### src/rtl/regfile_pkg.sv
// rtl/regfile_pkg.sv - shared constants, state encoding and helpers for the register-file access controller
// Purpose: widths, register count, writeback queue depth and the controller state type.
// Ports: none (package).
package regfile_pkg;

  localparam int DATA_W   = 26;
  localparam int ADDR_W   = 5;
  localparam int NUM_REGS = 13;
  localparam int WB_DEPTH = 4;
  localparam int PTR_W    = $clog2(WB_DEPTH);

  typedef enum logic [2:0] {
    IDLE,
    WR,
    RD_ISSUE,
    RD_WAIT,
    RD_CAP
  } ctrl_state_t;

  // Addresses at or above NUM_REGS have no backing register.
  function automatic logic addr_legal(input logic [ADDR_W-1:0] addr);
    return addr < ADDR_W'(NUM_REGS);
  endfunction

endpackage

### src/rtl/regfile_access_ctrl_wb_queue.sv
// rtl/regfile_access_ctrl_wb_queue.sv - writeback FIFO with parallel address match over queued entries
// Purpose: holds pending register writes in arrival order and reports whether either
//   read address targets any still-queued write.
// Ports:
//   i_clk, i_rst_n              clock, asynchronous active-low reset (empties the queue)
//   i_push, i_push_addr/data    enqueue one write (ignored when full)
//   i_pop                       dequeue the head (ignored when empty)
//   o_full, o_empty             occupancy flags
//   o_head_addr, o_head_data    oldest queued write
//   i_match_a/b, o_match_a/b    address compare against every valid entry
module wb_queue
  import regfile_pkg::*;
(
  input  logic              i_clk,
  input  logic              i_rst_n,
  input  logic              i_push,
  input  logic [ADDR_W-1:0] i_push_addr,
  input  logic [DATA_W-1:0] i_push_data,
  input  logic              i_pop,
  output logic              o_full,
  output logic              o_empty,
  output logic [ADDR_W-1:0] o_head_addr,
  output logic [DATA_W-1:0] o_head_data,
  input  logic [ADDR_W-1:0] i_match_a,
  input  logic [ADDR_W-1:0] i_match_b,
  output logic              o_match_a,
  output logic              o_match_b
);

  logic [ADDR_W-1:0]   r_addr [WB_DEPTH];
  logic [DATA_W-1:0]   r_data [WB_DEPTH];
  logic [WB_DEPTH-1:0] r_valid;
  logic [PTR_W-1:0]    r_wr_ptr;
  logic [PTR_W-1:0]    r_rd_ptr;

  logic w_push;
  logic w_pop;

  // One valid bit per slot: occupancy and the match mask come from the same bits.
  assign o_full  = &r_valid;
  assign o_empty = ~|r_valid;
  assign w_push  = i_push && !o_full;
  assign w_pop   = i_pop && !o_empty;

  assign o_head_addr = r_addr[r_rd_ptr];
  assign o_head_data = r_data[r_rd_ptr];

  always_ff @(posedge i_clk or negedge i_rst_n) begin
    if (!i_rst_n) begin
      r_valid  <= '0;
      r_wr_ptr <= '0;
      r_rd_ptr <= '0;
    end else begin
      // Push and pop never share a slot: equal pointers mean empty (no pop) or full (no push).
      if (w_push) begin
        r_valid[r_wr_ptr] <= 1'b1;
        r_wr_ptr          <= r_wr_ptr + 1'b1;
      end
      if (w_pop) begin
        r_valid[r_rd_ptr] <= 1'b0;
        r_rd_ptr          <= r_rd_ptr + 1'b1;
      end
    end
  end

  // Payload needs no reset; r_valid qualifies every use.
  always_ff @(posedge i_clk) begin
    if (w_push) begin
      r_addr[r_wr_ptr] <= i_push_addr;
      r_data[r_wr_ptr] <= i_push_data;
    end
  end

  always_comb begin
    o_match_a = 1'b0;
    o_match_b = 1'b0;
    for (int i = 0; i < WB_DEPTH; i++) begin
      if (r_valid[i] && (r_addr[i] == i_match_a)) o_match_a = 1'b1;
      if (r_valid[i] && (r_addr[i] == i_match_b)) o_match_b = 1'b1;
    end
  end

endmodule

### src/rtl/regfile_access_ctrl.sv
// rtl/regfile_access_ctrl.sv - register-file port initiator with queued writebacks and read-after-write ordering
// Purpose: accepts operand reads and writebacks, queues writebacks, sequences the RF port so a read
//   is never served while an older write to the same register is still queued.
// Ports:
//   i_clk, i_rst_n                       clock, asynchronous active-low reset
//   i_rd_req_valid, o_rd_req_ready       operand read handshake; i_rd_addr_a/b source registers
//   o_op_valid, o_op_a, o_op_b           one-cycle operand pulse, values held until next pulse
//   i_wb_valid, o_wb_ready               writeback handshake; i_wb_addr/i_wb_data destination and value
//   o_wb_addr_err                        one-cycle pulse after an illegal writeback address is dropped
//   o_we_rf, o_a3, o_wd3                 RF write port (RF writes on negedge)
//   o_a1, o_a2, i_rd1, i_rd2             RF read port (RF registers data one posedge after sampling)
module regfile_access_ctrl
  import regfile_pkg::*;
(
  input  logic              i_clk,
  input  logic              i_rst_n,
  input  logic              i_rd_req_valid,
  output logic              o_rd_req_ready,
  input  logic [ADDR_W-1:0] i_rd_addr_a,
  input  logic [ADDR_W-1:0] i_rd_addr_b,
  output logic              o_op_valid,
  output logic [DATA_W-1:0] o_op_a,
  output logic [DATA_W-1:0] o_op_b,
  input  logic              i_wb_valid,
  output logic              o_wb_ready,
  input  logic [ADDR_W-1:0] i_wb_addr,
  input  logic [DATA_W-1:0] i_wb_data,
  output logic              o_wb_addr_err,
  output logic              o_we_rf,
  output logic [ADDR_W-1:0] o_a1,
  output logic [ADDR_W-1:0] o_a2,
  output logic [ADDR_W-1:0] o_a3,
  output logic [DATA_W-1:0] o_wd3,
  input  logic [DATA_W-1:0] i_rd1,
  input  logic [DATA_W-1:0] i_rd2
);

  ctrl_state_t r_state;
  logic        r_legal_a;
  logic        r_legal_b;

  logic              w_full;
  logic              w_empty;
  logic              w_match_a;
  logic              w_match_b;
  logic              w_hazard;
  logic              w_rd_ready;
  logic              w_rd_fire;
  logic              w_wb_fire;
  logic              w_push;
  logic              w_pop;
  logic [ADDR_W-1:0] w_head_addr;
  logic [DATA_W-1:0] w_head_data;

  // Match is against entries already queued, so a write pushed this cycle counts as younger.
  assign w_hazard   = w_match_a || w_match_b;
  assign w_rd_ready = (r_state == IDLE) && !(w_full || w_hazard);
  assign w_rd_fire  = i_rd_req_valid && w_rd_ready;
  assign w_wb_fire  = i_wb_valid && !w_full;
  assign w_push     = w_wb_fire && addr_legal(i_wb_addr);
  assign w_pop      = (r_state == WR);

  assign o_rd_req_ready = w_rd_ready;
  assign o_wb_ready     = !w_full;

  wb_queue u_wb_queue (
    .i_clk       (i_clk),
    .i_rst_n     (i_rst_n),
    .i_push      (w_push),
    .i_push_addr (i_wb_addr),
    .i_push_data (i_wb_data),
    .i_pop       (w_pop),
    .o_full      (w_full),
    .o_empty     (w_empty),
    .o_head_addr (w_head_addr),
    .o_head_data (w_head_data),
    .i_match_a   (i_rd_addr_a),
    .i_match_b   (i_rd_addr_b),
    .o_match_a   (w_match_a),
    .o_match_b   (w_match_b)
  );

  always_ff @(posedge i_clk or negedge i_rst_n) begin
    if (!i_rst_n) begin
      r_state       <= IDLE;
      r_legal_a     <= 1'b0;
      r_legal_b     <= 1'b0;
      o_we_rf       <= 1'b0;
      o_a1          <= '0;
      o_a2          <= '0;
      o_a3          <= '0;
      o_wd3         <= '0;
      o_op_valid    <= 1'b0;
      o_op_a        <= '0;
      o_op_b        <= '0;
      o_wb_addr_err <= 1'b0;
    end else begin
      o_op_valid    <= 1'b0;
      o_wb_addr_err <= w_wb_fire && !addr_legal(i_wb_addr);
      case (r_state)
        IDLE: begin
          // Drain when full, when the read would hit a queued write, or when nothing wants to read.
          if (!w_empty && (w_full || (i_rd_req_valid && w_hazard) || !i_rd_req_valid)) begin
            r_state <= WR;
            o_we_rf <= 1'b1;
            o_a3    <= w_head_addr;
            o_wd3   <= w_head_data;
          end else if (w_rd_fire) begin
            r_state   <= RD_ISSUE;
            o_a1      <= i_rd_addr_a;
            o_a2      <= i_rd_addr_b;
            r_legal_a <= addr_legal(i_rd_addr_a);
            r_legal_b <= addr_legal(i_rd_addr_b);
          end
        end
        WR: begin
          r_state <= IDLE;
          o_we_rf <= 1'b0;
        end
        RD_ISSUE: r_state <= RD_WAIT;
        RD_WAIT:  r_state <= RD_CAP;
        RD_CAP: begin
          r_state    <= IDLE;
          o_op_valid <= 1'b1;
          o_op_a     <= r_legal_a ? i_rd1 : '0;
          o_op_b     <= r_legal_b ? i_rd2 : '0;
        end
        default: begin
          r_state <= IDLE;
          o_we_rf <= 1'b0;
        end
      endcase
    end
  end

endmodule

### config.mk
export PLATFORM = sky130hd
export DESIGN_NAME = regfile_access_ctrl
export DESIGN_NICKNAME = d
export VERILOG_FILES = /design/src/rtl/regfile_pkg.sv /design/src/rtl/regfile_access_ctrl_wb_queue.sv /design/src/rtl/regfile_access_ctrl.sv
export SDC_FILE = /design/constraint.sdc
export NUM_CORES = 1
export LEC_CHECK = 0
export ABC_AREA = 1
export BUFFER_PORTS_ARGS = -buffer_cell sky130_fd_sc_hd__clkbuf_2
export CAP_MARGIN = 30
export CORE_ASPECT_RATIO = 1.25
export CORE_MARGIN = 4
export CORE_UTILIZATION = 50
export DETAILED_ROUTE_END_ITERATION = 10
export GPL_ROUTABILITY_DRIVEN = 0
export GPL_TIMING_DRIVEN = 0
export PLACE_DENSITY = 0.76
export SYNTH_ARGS = -nofsm -noshare
export SYNTH_HDL_FRONTEND = slang
export SYNTH_SLANG_ARGS = --single-unit
### constraint.sdc
create_clock -name i_clk -period 2.55 [get_ports i_clk]
set_clock_uncertainty 0.1 [all_clocks]
set_input_delay 0.255 -clock i_clk [delete_from_list [all_inputs] [get_ports i_clk]]
set_output_delay 0.255 -clock i_clk [all_outputs]
set_load 0.05 [all_outputs]
After elaboration in Yosys (flattened, before gate mapping)
Memories as Yosys holds them, arrays and structs flattened. A register that Yosys moved wholly into a read port is not among the register bits.
Cells that the tools add are included.
- bitwise operators: 5
- muxes and demuxes: 24
- order comparisons: 7
- eq/ne operators: 14
- reductions and logical operators: 36
- $add $sub $neg: 2
- operator list (cell ; count):
    two-way mux 26 bit ; 2
    equality test 5 bit ; 8
    logical AND 1 bit ; 19
    less-than comparator 5 x 4 -> 1 bit (second input constant) ; 3
    two-way mux 1 bit ; 14
    case mux 3 bit (3 select lines) ; 1
    two-way mux 4 bit ; 2
    equality test 3 x 2 -> 1 bit (second input constant) ; 2
    logical NOT 1 bit ; 6
    less-than comparator 2 x 3 -> 1 bit (second input constant) ; 2
    two-way mux 3 bit ; 2
    adder 2 x 1 -> 2 bit (second input constant) ; 2
    AND 4 bit ; 1
    demux 1 bit (select 2 bit) ; 2
    >= comparator 2 x 1 -> 1 bit (second input constant) ; 2
    logical OR 1 bit ; 4
    NOT 4 bit ; 1
    bitwise OR 4 bit ; 1
    AND reduction 2 bit ; 2
    AND reduction 4 bit ; 1
    OR reduction 4 bit ; 1
    equality test 3 x 1 -> 1 bit (second input constant) ; 1
    equality test 3 bit (second input constant) ; 1
    logical NOT 3 bit ; 1
    6 further kinds ; 7
- bits of input ports: 97
- word-level logic and storage cells: 103
- output and inout bits: 98
- memory bits (writable): 124
- memories kept: 2
- flip-flop bits (word level): 78
- memory list (name ; words ; bits a word ; read ports ; clocked after Yosys merged registers in ; write ports ; line ; text):
    u_wb_queue.r_data ; 4 ; 26 ; 1 ; 1 ; 1 ; regfile_access_ctrl_wb_queue.sv:31 ; logic [DATA_W-1:0] r_data [WB_DEPTH];
    u_wb_queue.r_addr ; 4 ; 5 ; 5 ; 1 ; 1 ; regfile_access_ctrl_wb_queue.sv:30 ; logic [ADDR_W-1:0] r_addr [WB_DEPTH];

Logic depth before layout (Yosys ltp)
Gate-level depths: netlist of the first run.
- word-level depth: 14
- gate-level depth with buffers: 16
- gate-level depth less buffers: 15

Cells and area by module
From an unflattened synthesis of the first run, not the netlist that was laid out.
- cells, all modules: 991
- area, all modules: 9903.2 sq um
- by module, submodules not included (module ; cells each ; seq. area each (sq um) ; times used ; area an instance (sq um)):
    wb_queue ; 539 ; 3923.8 ; 1 ; 5800.6
    regfile_access_ctrl ; 452 ; 2527.4 ; 1 ; 4102.7

Least setup slack after synthesis of the first run
OpenSTA, ideal clock, no wires.
- path type: reg2reg
- from: register u_wb_queue.r_valid[3]
- to: memory u_wb_queue.r_addr[0][0], enable pin
- data required time: 2.029 ns
- arrival time: 2.600 ns
- clock period less this slack: 3.121 ns
- slack: -0.571 ns
- library setup time: 0.421 ns
- buffers on the path: 0
- stages on the path, launching flop included: 4
- path through: dfrtp_1 nand4_1 nand3_1 nor2_1
- cells in the longest elaborated chain, start to end: 7
- ends and longest elaborated chain (what ; line ; text):
    start, declared ; regfile_access_ctrl_wb_queue.sv:32 ; logic [WB_DEPTH-1:0] r_valid;
    start signal, assigned ; regfile_access_ctrl_wb_queue.sv:50 ; r_valid <= '0;
    start signal, assigned by index ; regfile_access_ctrl_wb_queue.sv:56 ; r_valid[r_wr_ptr] <= 1'b1;
    start signal, assigned by index ; regfile_access_ctrl_wb_queue.sv:60 ; r_valid[r_rd_ptr] <= 1'b0;
    AND reduction 4 bit * ; regfile_access_ctrl_wb_queue.sv:40 ; assign o_full = &r_valid;
    logical NOT 1 bit * ; -- ;
    net o_wb_ready ; regfile_access_ctrl.sv:25 ; output logic o_wb_ready,
    logical AND 1 bit ; regfile_access_ctrl.sv:59 ; assign w_wb_fire = i_wb_valid && !w_full;
    logical AND 1 bit ; regfile_access_ctrl.sv:60 ; assign w_push = w_wb_fire && addr_legal(i_wb_addr);
    logical AND 1 bit * ; regfile_access_ctrl_wb_queue.sv:42 ; assign w_push = i_push && !o_full;
    two-way mux 1 bit * ; regfile_access_ctrl_wb_queue.sv:68 ; if (w_push) begin
    two-way mux 1 bit (not written as such) * ; regfile_access_ctrl_wb_queue.sv:69 ; r_addr[r_wr_ptr] <= i_push_addr;
    end, declared ; regfile_access_ctrl_wb_queue.sv:30 ;
The timed path passes the listed nets; every way through them passes the cells marked *.

==> out/results.ini, run 1 <==
[detailed_routing]
drc = 0
route.detailed.vias_per_inst = 5.18
ant_nets = 0
dr.first_iter.drc_count = 535
wl_mm = 27.1
drt_first_pass_iters = 7
routed_wire_length_per_instance_um = 18.1
routed_via_count = 7759

[floorplanning]
placement_rows = 57
dieHeight_um = 165
die_area_mm2 = 0.0221
initial_core_util_pct = 50.8
die_x_um = 134
placeableCoreArea_mm2 = 0.0195
ioPinCount = 195

[worst_setup_path]
worst_setup_path_start_kind = flop
setup.worst_path.class = reg -> out
cp_data_required_time_ns = 2.19
path_max_fanout = 3
cp-end-kind = output port
cp_data_arrival_time_ns = 1.99

[sta]
setup_tns_ns = 0
rsz0062_at_grt = false
timing.max_slew.rel_slack_pct = 38.6
max_freq_mhz = 426
report.final.slew_viol_count = 0
finalSetupViolCount = 0
hold_viol_final = 0
finalWorstSetupSlack_ns = 0.202
final_period_minus_worst_setup_slack_ns = 2.35
finalCritPeriodShare_pct = 92.1
worst-slew-pin-transition_ns = 0.921

[grt]
grt_first_pass_wirelength_mm = 42.1
initial_antenna_violation_count = 1
largest_net_degree_at_the_start_of_global_routing = 110
globalRouteOverflowTotal = 0
grt_pass1_vias = 7948
grtUsageTotal_pct = 24.1

[synthesis]
syn_nets = 1005
synthesis.area_per_instance_um2 = 11.0
synth_warnings = 0
synth_largest_area_cell = sky130_fd_sc_hd__edfxtp_1
count_of_distinct_cell_types_in_the_synthesized_netlist = 35
synth-seq-area-share_pct = 65.2
synth_area_leaders = sky130_fd_sc_hd__edfxtp_1 (38%), sky130_fd_sc_hd__dfrtp_1 (28%), sky130_fd_sc_hd__nand2_1 (7.6%)
synthesis.instances = 900
yosys_register_bits = 233
post_synth_instance_area_mm2 = 0.00990
yosys.area.top_type_share_pct = 37.6

[cells_and_area]
layout_commonest_cell = sky130_fd_sc_hd__nand2_1
most-common-layout-cells = sky130_fd_sc_hd__nand2_1 (200), sky130_fd_sc_hd__clkbuf_2 (190), sky130_fd_sc_hd__edfxtp_1 (124)
finish.instance_area_mm2 = 0.0131
design.final.nets = 1318
area_growth_syn_to_layout_pct = 32.6
layout-drive-gt1-share_pct = 27.8
num-fill-cells = 1375

[power]
leakagePower_nw = 5.75
power_density_mw_per_mm2 = 1190
irDropWorstVdd_v = 0.000844

[placed_design]
placed_cell_area_mm2 = 0.0113
detailedPlace.worstSlack_ns = -0.0971
numPortBuffers = 192
hpwlAfterDp_mm = 17.3

[clock_network]
numCtsBuffers = 24
ctsRootBufferMaster = sky130_fd_sc_hd__clkbuf_16
clock_path_buffers = 3
clkSinkCount = 233
clkLatencyLatePin_ns = 0.52
clkSlewWorstSetupHoldPaths_ns = 0.07
number_of_levels_the_h_tree_was_split_into = 1
cts_tree = built

[run]
cap_violations = 0

[hold_path]
holdCritPathClass = in -> reg

[run_status]
outcome = complete, no violations

==> power breakdown <==
part	switching (W)	internal [W]	total [W]
combinational	0.00474	0.00180	0.00654
sequential	0.000501	0.00481	0.00531
clock	0.00142	0.00232	0.00374
total	0.00666	0.00894	0.0156
==> state kept, by name, summed over array words and instances, names as in the netlist <==
register	count
u_wb_queue.r_wr_ptr	2
o_wb_addr_err	1
u_wb_queue.r_data	104
u_wb_queue.r_valid	4
r_legal_a	1
o_op_b	26
o_a2	5
o_wd3	26
o_a1	5
r_legal_b	1
u_wb_queue.r_addr	20
o_we_rf	1
o_op_a	26
u_wb_queue.r_rd_ptr	2
r_state	3
o_a3	5
o_op_valid	1
==> worst max-delay path, stage by stage (launching register included) <==
cell	delay (ns)
sky130_fd_sc_hd__edfxtp_1	0.41
sky130_fd_sc_hd__inv_1	0.11
sky130_fd_sc_hd__nand2_1	0.05
sky130_fd_sc_hd__nand2_1	0.07
sky130_fd_sc_hd__nor2_1	0.06
sky130_fd_sc_hd__nand3_1	0.07
sky130_fd_sc_hd__nand2_1	0.08
sky130_fd_sc_hd__nand2_1	0.06
sky130_fd_sc_hd__nand2_1	0.09
sky130_fd_sc_hd__nor4_2	0.22
sky130_fd_sc_hd__buf_4	0.24
==> path summary, 6_finish.rpt <==
kind / depth (start not counted) / slack (ns) / startpoint / endpoint
min reg2reg: 2 / 0.37 / o_we_rf / o_we_rf
max in group asynchronous: 2 / 1.37 / i_rst_n / o_wd3[1]
min in group asynchronous: 2 / 0.35 / i_rst_n / o_op_b[1]
max reg2reg: 14 / 0.37 / u_wb_queue.r_addr[0][0] / o_a3[4]
min: 4 / 0.04 / i_rd_addr_b[2] / o_a2[2]
max: 10 / 0.20 / u_wb_queue.r_addr[0][0] / o_rd_req_ready
==> Yosys cell counts, drive strengths merged <==
library cell,count
nand2,228
inv,95
a2bb2oi,2
nand4,1
a21oi,38
a21boi,1
nor4,3
o21ai,93
nor3,1
a22oi,4
nand3,64
o21a,10
a211oi,2
dfrtp,109
xnor2,8
xor2,7
buf,20
edfxtp,124
clkbuf,27
or2,1
a32o,26
a31oi,1
ha,8
nor2,27
==> through the flow <==
| step | hold WS, ns | util [%] | instances | power [W] |
|---|---|---|---|---|
| 2_1_floorplan | -0.141 | - | 900 | 0.00991 |
| 3_3_place_gp | 0.360 | 57.6 | 1357 | 0.0115 |
| 3_5_place_dp | 0.351 | 58.2 | 1362 | 0.0117 |
| 4_1_cts | 0.0181 | 67.3 | 1495 | 0.0156 |
| 5_1_grt | 0.0329 | 67.4 | 1497 | 0.0164 |
| 6_report | 0.0395 | 67.4 | 1497 | 0.0156 |
==> final cells by class <==
class                   count  area (um^2)  area share (%)
flip-flops and latches    233         6450            49.2
multi-input cells         525         2890            22.0
repair buffers            287         1990            15.2
clock buffers              28          647            4.93
inverters                  95          357            2.72
well taps                 265          332            2.53
plain buffers              47          245            1.87
clock inverters            16          209            1.59
diodes                      1         2.50          0.0191
==> cells by family after synthesis <==
group | share of synthesized area, %
and+or+nand+nor | 14.3
buffers and inverters | 6.08
adders and majority gates | 1.01
xor gates and xnor gates | 1.33
DFF | 65.2
AOI/OAI and AO/OA | 12.1
==> repair_timing <==
item | CTS | global route
endpoints found under the setup margin | 12 | 11
hold buffers | 86 | 0
buffers inserted | 3 | 1
pin swaps | 1 | 0
hold endpoints to repair | 286 | 0
resized for setup | 0 | 4
==> metal layers <==
| metal | global-route usage, % | up-vias | routed length (um) |
|---|---|---|---|
| li1 | - | 3675 | - |
| met1 | 28.0 | 3701 | 10200 |
| met2 | 44.4 | 333 | 14000 |
| met3 | 4.70 | 50 | 2050 |
| met4 | 8.56 | 0 | 777 |
| met5 | 0 | - | 0 |
No activity file was read; power rests on OpenSTA's default activity.
==> inputs of run 2 (changes only) <==
Settings changed: ABC_AREA 1 to 0, CORE_UTILIZATION 50 to 49, PLACE_DENSITY 0.76 to 0.75.
==> run 2 against run 1 <==
The run now ends with negative setup slack left. Via count down 20%. Critical path type unchanged. Worst setup slack worse by 0.25 ns. Largest cell class unchanged. Design area down 5.2%. Sequential share of layout area up 2.7 points. Critical path depth down 1. Largest power group unchanged. Clock-buffer cell count up 5.
==> out/results.ini, run 2 <==
[hold_path]
whs_endpoint = o_a2[2]
hold-path-cell-count = 2
holdCritPathClass = in -> reg
min-delay-start = i_rd_addr_b[2]

[floorplanning]
placement_rows = 56
ioPinCount = 195
die_x_um = 132
initial_core_util_pct = 50.2
dieHeight_um = 163
placeableCoreArea_mm2 = 0.0188
die_area_mm2 = 0.0216

[clock_network]
clkSinkCount = 233
clock_path_buffers = 3
cts_tree = built
clkSlewWorstSetupHoldPaths_ns = 0.07
number_of_levels_the_h_tree_was_split_into = 1
numCtsBuffers = 23
ctsRootBufferMaster = sky130_fd_sc_hd__clkbuf_16
clkLatencyLatePin_ns = 0.50

[run_status]
outcome = finished, violations left
failed_checks = negative setup slack

[synthesis]
synthesis.instances = 619
syn_nets = 724
synth_top_flop_cell = sky130_fd_sc_hd__edfxtp_1
count_of_distinct_cell_types_in_the_synthesized_netlist = 35
synth-async-reset-ratio_pct = 46.8
yosys_register_bits = 233
synthesis.area_per_instance_um2 = 15.3
synth.most_common_cell = sky130_fd_sc_hd__edfxtp_1
synth_largest_area_cell = sky130_fd_sc_hd__edfxtp_1
post_synth_most_frequent_cells = sky130_fd_sc_hd__edfxtp_1 (124), sky130_fd_sc_hd__nand2_1 (112), sky130_fd_sc_hd__dfrtp_1 (109)
synth_warnings = 0
synth-seq-area-share_pct = 68.2
synth_area_leaders = sky130_fd_sc_hd__edfxtp_1 (39%), sky130_fd_sc_hd__dfrtp_1 (29%), sky130_fd_sc_hd__mux4_2 (7.4%)
synth_enable_flop_cells = 124
post_synth_instance_area_mm2 = 0.00946
yosys.area.top_type_share_pct = 39.4

[sta]
timing.max_slew.rel_slack_pct = 54.7
hold_viol_final = 0
worst-slew-pin-transition_ns = 0.680
setup_tns_ns = -0.0442
rsz0062_at_grt = true
finalWorstSetupSlack_ns = -0.0442
report.final.slew_viol_count = 0
finalCritPeriodShare_pct = 102
max_freq_mhz = 385
finalSetupViolCount = 1
final_period_minus_worst_setup_slack_ns = 2.59

[detailed_routing]
dr.first_iter.drc_count = 305
wl_mm = 22.8
ant_nets = 0
route.detailed.vias_per_inst = 5.27
drc = 0
routed_wire_length_per_instance_um = 19.4
routed_via_count = 6180
drt_first_pass_iters = 5

[placed_design]
numPortBuffers = 184
hpwlAfterDp_mm = 14.2
placed_cell_area_mm2 = 0.0107
detailedPlace.worstSlack_ns = -0.119

[power]
power_density_mw_per_mm2 = 1230
irDropWorstVdd_v = 0.000787
leakagePower_nw = 5.29

[worst_setup_path]
worst_setup_path_start = u_wb_queue.r_addr[3][1]
setup.worst_path.class = reg -> out
worst_setup_path_start_kind = flop
path_max_fanout = 2
worst_r2r_path_depth = 7
reg2reg_setup_slack_ns = 0.10
worstReg2RegStart = u_wb_queue.r_addr[2][0]
regToRegEndpoint = r_legal_a
cp_data_arrival_time_ns = 2.24
cp_data_required_time_ns = 2.19
cp-end-kind = output port

[cells_and_area]
layout_commonest_cell = sky130_fd_sc_hd__clkbuf_2
antenna-diode-count = 0
area_growth_syn_to_layout_pct = 31.5
design.final.nets = 1029
largest_register = u_wb_queue.r_data
most-common-layout-cells = sky130_fd_sc_hd__clkbuf_2 (185), sky130_fd_sc_hd__edfxtp_1 (124), sky130_fd_sc_hd__nand2_1 (112)
layout-drive-gt1-share_pct = 35.0
finish.instance_area_mm2 = 0.0124
largest_register_ffs = 104

[grt]
initial_antenna_violation_count = 0
grt_pass1_vias = 6699
globalRouteOverflowTotal = 0
grt_first_pass_wirelength_mm = 36.3
grtUsageTotal_pct = 21.1
largest_net_degree_at_the_start_of_global_routing = 110

[run]
cap_violations = 0

## run 2: cell type report
class,instances,area [um^2]
fill,1312,6410
multi-input combinational,342,2860
tap,232,290
clock inverter,8,88.8
timing repair buffer,280,1900
clock buffer,33,644
inverter,5,18.8
buffer,39,185
sequential,233,6450
## run 2: logic make-up after synthesis
family	Yosys count	synth area share, %
simple gates	149	7.09
mux	72	13.4
fa+ha+maj	8	1.06
compound gates	71	4.19
flops	233	68.2
xor+xnor	42	3.89
buf+inv	44	2.12
## run 2: where the power goes
group	internal (W)	switching, W	leakage, nW	total (W)
logic	0.00216	0.00431	2.44	0.00647
registers	0.00494	0.000576	2.49	0.00551
clock network	0.00196	0.00137	0.362	0.00333
## run 2: how the worst max path moves through the flow
stage | cells after the start | slack, ns | to
finish | 9 | -0.04 | o_rd_req_ready
floorplan | 5 | 0.10 | o_rd_req_ready
detailed placement | 6 | -0.12 | u_wb_queue.r_data[0][22]
global route | 9 | -0.12 | o_rd_req_ready
CTS | 8 | -0.04 | o_rd_req_ready
global placement | 1 | -0.57 | o_wd3[15]
## run 2: what timing repair did
action                                  in CTS  in global routing
buffers inserted                             4                  2
pin swaps                                    1                  5
resized for setup                            3                 20
endpoints found under the setup margin       8                132
endpoints found under the hold margin      288                  0
gates cloned                                 0                  0
hold buffers                                89                  0
## run 2: per-stage QoR
step | util [%] | hold WS [ns] | cells | total power (W)
5_1_grt | 66.0 | 0.0300 | 1172 | 0.0160
6_report | 66.0 | 0.0303 | 1172 | 0.0153
2_1_floorplan | - | -0.141 | 619 | 0.0103
3_3_place_gp | 56.6 | 0.362 | 1035 | 0.0118
4_1_cts | 65.6 | 0.00277 | 1170 | 0.0154
3_5_place_dp | 56.8 | 0.281 | 1036 | 0.0119
## run 2: worst max-delay path, cell delays in order (launching register included)
cell                       delay [ns]
sky130_fd_sc_hd__edfxtp_1        0.39
sky130_fd_sc_hd__buf_4           0.15
sky130_fd_sc_hd__xor2_1          0.13
sky130_fd_sc_hd__nor4_1          0.31
sky130_fd_sc_hd__nand3_1         0.13
sky130_fd_sc_hd__and4_4          0.22
sky130_fd_sc_hd__and2_4          0.13
sky130_fd_sc_hd__nand2_1         0.06
sky130_fd_sc_hd__nor2_1          0.05
sky130_fd_sc_hd__buf_6           0.17
## run 2: per-layer routing
layer | wire, um | GRT usage (%) | vias to the layer above
met5 | 0 | 0 | -
met4 | 551 | 5.77 | 0
met3 | 1580 | 4.13 | 45
met2 | 11700 | 38.6 | 231
met1 | 8950 | 25.6 | 3062
li1 | - | - | 2842
==> inputs of run 3 (changes only) <==
Settings changed: CORE_MARGIN 4 to unset, CORE_UTILIZATION 49 to 51, CTS_BUF_LIST set to sky130_fd_sc_hd__clkbuf_4 sky130_fd_sc_hd__clkbuf_8, PLACE_DENSITY 0.75 to 0.78.
==> run 3 against run 2 <==
The flow still finishes with violations (negative setup slack). Power is 2.2% higher. Core utilization is 3.6 points higher. Maximum frequency is 1.4% higher. Critical endpoint unchanged. Highest routed layer unchanged.
==> out/results.ini, run 3 (same netlist as run 2, synthesis figures left out) <==
[sta]
finalCritPeriodShare_pct = 100
worst-slew-pin-transition_ns = 0.884
timing.max_slew.rel_slack_pct = 41.0
rsz0062_at_grt = true
max_freq_mhz = 391
finalWorstSetupSlack_ns = -0.00815
report.final.slew_viol_count = 0
finalSetupViolCount = 1
final_period_minus_worst_setup_slack_ns = 2.56
hold_viol_final = 0

[floorplanning]
placeableCoreArea_mm2 = 0.0181
placement_rows = 55
ioPinCount = 195
dieHeight_um = 154
initial_core_util_pct = 52.2
die_x_um = 124
die_area_mm2 = 0.0191

[cells_and_area]
largest_register_ffs = 104
layout_commonest_cell = sky130_fd_sc_hd__clkbuf_2
most-common-layout-cells = sky130_fd_sc_hd__clkbuf_2 (185), sky130_fd_sc_hd__edfxtp_1 (124), sky130_fd_sc_hd__nand2_1 (111)
design.final.nets = 1048
area_growth_syn_to_layout_pct = 33.2
largest_register = u_wb_queue.r_data
layout.core_utilization_pct = 69.6
antenna-diode-count = 0
finish.instance_area_mm2 = 0.0126
layout-drive-gt1-share_pct = 37.3

[clock_network]
clock_path_buffers = 3
clkLatencyLatePin_ns = 0.54
clkSinkCount = 233
numCtsBuffers = 36
number_of_levels_the_h_tree_was_split_into = 2
cts_tree = built
clkSlewWorstSetupHoldPaths_ns = 0.06
ctsRootBufferMaster = sky130_fd_sc_hd__clkbuf_8

[worst_setup_path]
cp_data_arrival_time_ns = 2.20
path_max_fanout = 6
cp_data_required_time_ns = 2.19
cp-end-kind = output port
worst_setup_path_start_kind = input port
cp_cell_sequence = dlygate4sd3_1 -> buf_4 -> xor2_1 -> nor4_2 -> nand3_1 -> and4_4 -> and2_4 -> nand2_2 -> nor2_2 -> buf_8
critical_path.slowest_cell = sky130_fd_sc_hd__dlygate4sd3_1
worst-path-buf-inv = 3
critical_path_s_top_delay_family = buffers and inverters
setup.worst_path.class = in -> out
cpPeakStageDelay_ns = 0.55

[detailed_routing]
m1WireLength_mm = 8.54
ant_nets = 0
wl_mm = 22.6
dr.first_iter.drc_count = 247
met3WireLength_mm = 1.50
topRoutingLayerUsed = met4
routed_via_count = 6365
drt_first_pass_iters = 5
route.detailed.vias_per_inst = 5.31
routed_wire_length_per_instance_um = 18.8
drc = 0
wl_met2_mm = 11.9

[placed_design]
numPortBuffers = 184
hpwlAfterDp_mm = 13.4
placed_cell_area_mm2 = 0.0107

[power]
p_clk_share_pct = 22.9
power_density_mw_per_mm2 = 1240
power.net_switching_w = 0.00640
p_sw_share_pct = 40.9
leakagePower_nw = 5.39
power_report.internal_total_w = 0.00926
comb_power_share_pct = 41.7
power_w = 0.0157
power_frac_seq_pct = 35.4
irDropWorstVdd_v = 0.000637

[run_status]
failed_checks = negative setup slack
outcome = finished, violations left

[hold_path]
holdCritPathClass = in -> reg

[grt]
grt_first_pass_wirelength_mm = 34.4
grtUsageTotal_pct = 24.0
grt_pass1_vias = 6710
largest_net_degree_at_the_start_of_global_routing = 110
initial_antenna_violation_count = 0
globalRouteOverflowTotal = 0

[run]
cap_violations = 0

==> run 3: cell count changes in the layout (fill, tap and decap cells not counted), sizes merged <==
cell,previous run,this run
inv,5,8
clkinv,6,3
bufinv,2,5
buf,21,19
clkbuf,242,263
dlygate4sd3,89,97
==> run 3: power groups by stage <==
| stage | clock network (W) | registers, W | logic, W |
|---|---|---|---|
| finish | 0.00358 | 0.00554 | 0.00653 |
| global route | 0.00380 | 0.00565 | 0.00693 |
| CTS | 0.00365 | 0.00552 | 0.00648 |
| detailed placement | 0 | 0.00557 | 0.00628 |
| global placement | 0 | 0.00554 | 0.00619 |
| floorplan | 0 | 0.00778 | 0.00250 |
==> run 3: timing repair <==
| action | 4_1_cts | 5_1_grt |
|---|---|---|
| endpoints found under the hold margin | 297 | 0 |
| setup buffers | 2 | 3 |
| pin swaps | 0 | 8 |
| gates resized for setup | 8 | 17 |
| hold buffers | 97 | 0 |
| endpoints found under the setup margin | 15 | 113 |
==> run 3: worst reg2reg max path, stage by stage, from the launching register on <==
cell and delay (ns):
sky130_fd_sc_hd__dfrtp_1 0.46, sky130_fd_sc_hd__nand4_1 0.25, sky130_fd_sc_hd__o21ai_0 0.18, sky130_fd_sc_hd__a31oi_2 0.30
sky130_fd_sc_hd__nand4_4 0.21, sky130_fd_sc_hd__o41ai_1 0.37, sky130_fd_sc_hd__dlygate4sd3_1 0.59
==> run 3: through the flow <==
stage                     setup slack (ns)  std cells  TNS [ns]  hold WS [ns]
final                             -0.00815       1198  -0.00815        0.0227
after global routing               -0.0933       1198    -0.249        0.0146
after CTS                          -0.0401       1195   -0.0401        0.0103
after detailed placement            -0.134       1031    -14.87         0.352
after global placement              -0.533       1031    -67.01         0.361
after floorplan                      0.101        619         0        -0.141
==> run 3: area by class of cell <==
type / instances / area (um^2)
flip-flops and latches: 233 / 6450
clock inverters: 11 / 191
clock buffers: 54 / 643
multi-input cells: 342 / 2870
fillers: 1180 / 5510
well taps: 228 / 285
repair buffers: 286 / 1950
plain buffers: 39 / 190
inverters: 5 / 18.8
==> run 3: layer usage <==
metal  vias to the layer above  GRT usage (%)
met2                       262           42.8
met4                         0           9.41
li1                       2884              -
met3                        50           5.46
met1                      3169           27.4
met5                         -              0
==> run 3: worst paths after layout <==
path,from,end,slack (ns),cells after the start
min in group asynchronous,i_rst_n,o_op_a[11],0.29,2
worst min-delay path,i_rd_addr_a[2],o_a1[2],0.02,2
worst min register to register,o_op_a[4],o_op_a[4],0.38,2
worst max-delay path,i_rd_addr_b[1],o_rd_req_ready,-0.008,10
max in group asynchronous,i_rst_n,o_wd3[4],1.42,2
worst max register to register,u_wb_queue.r_valid[2],r_legal_a,0.03,6
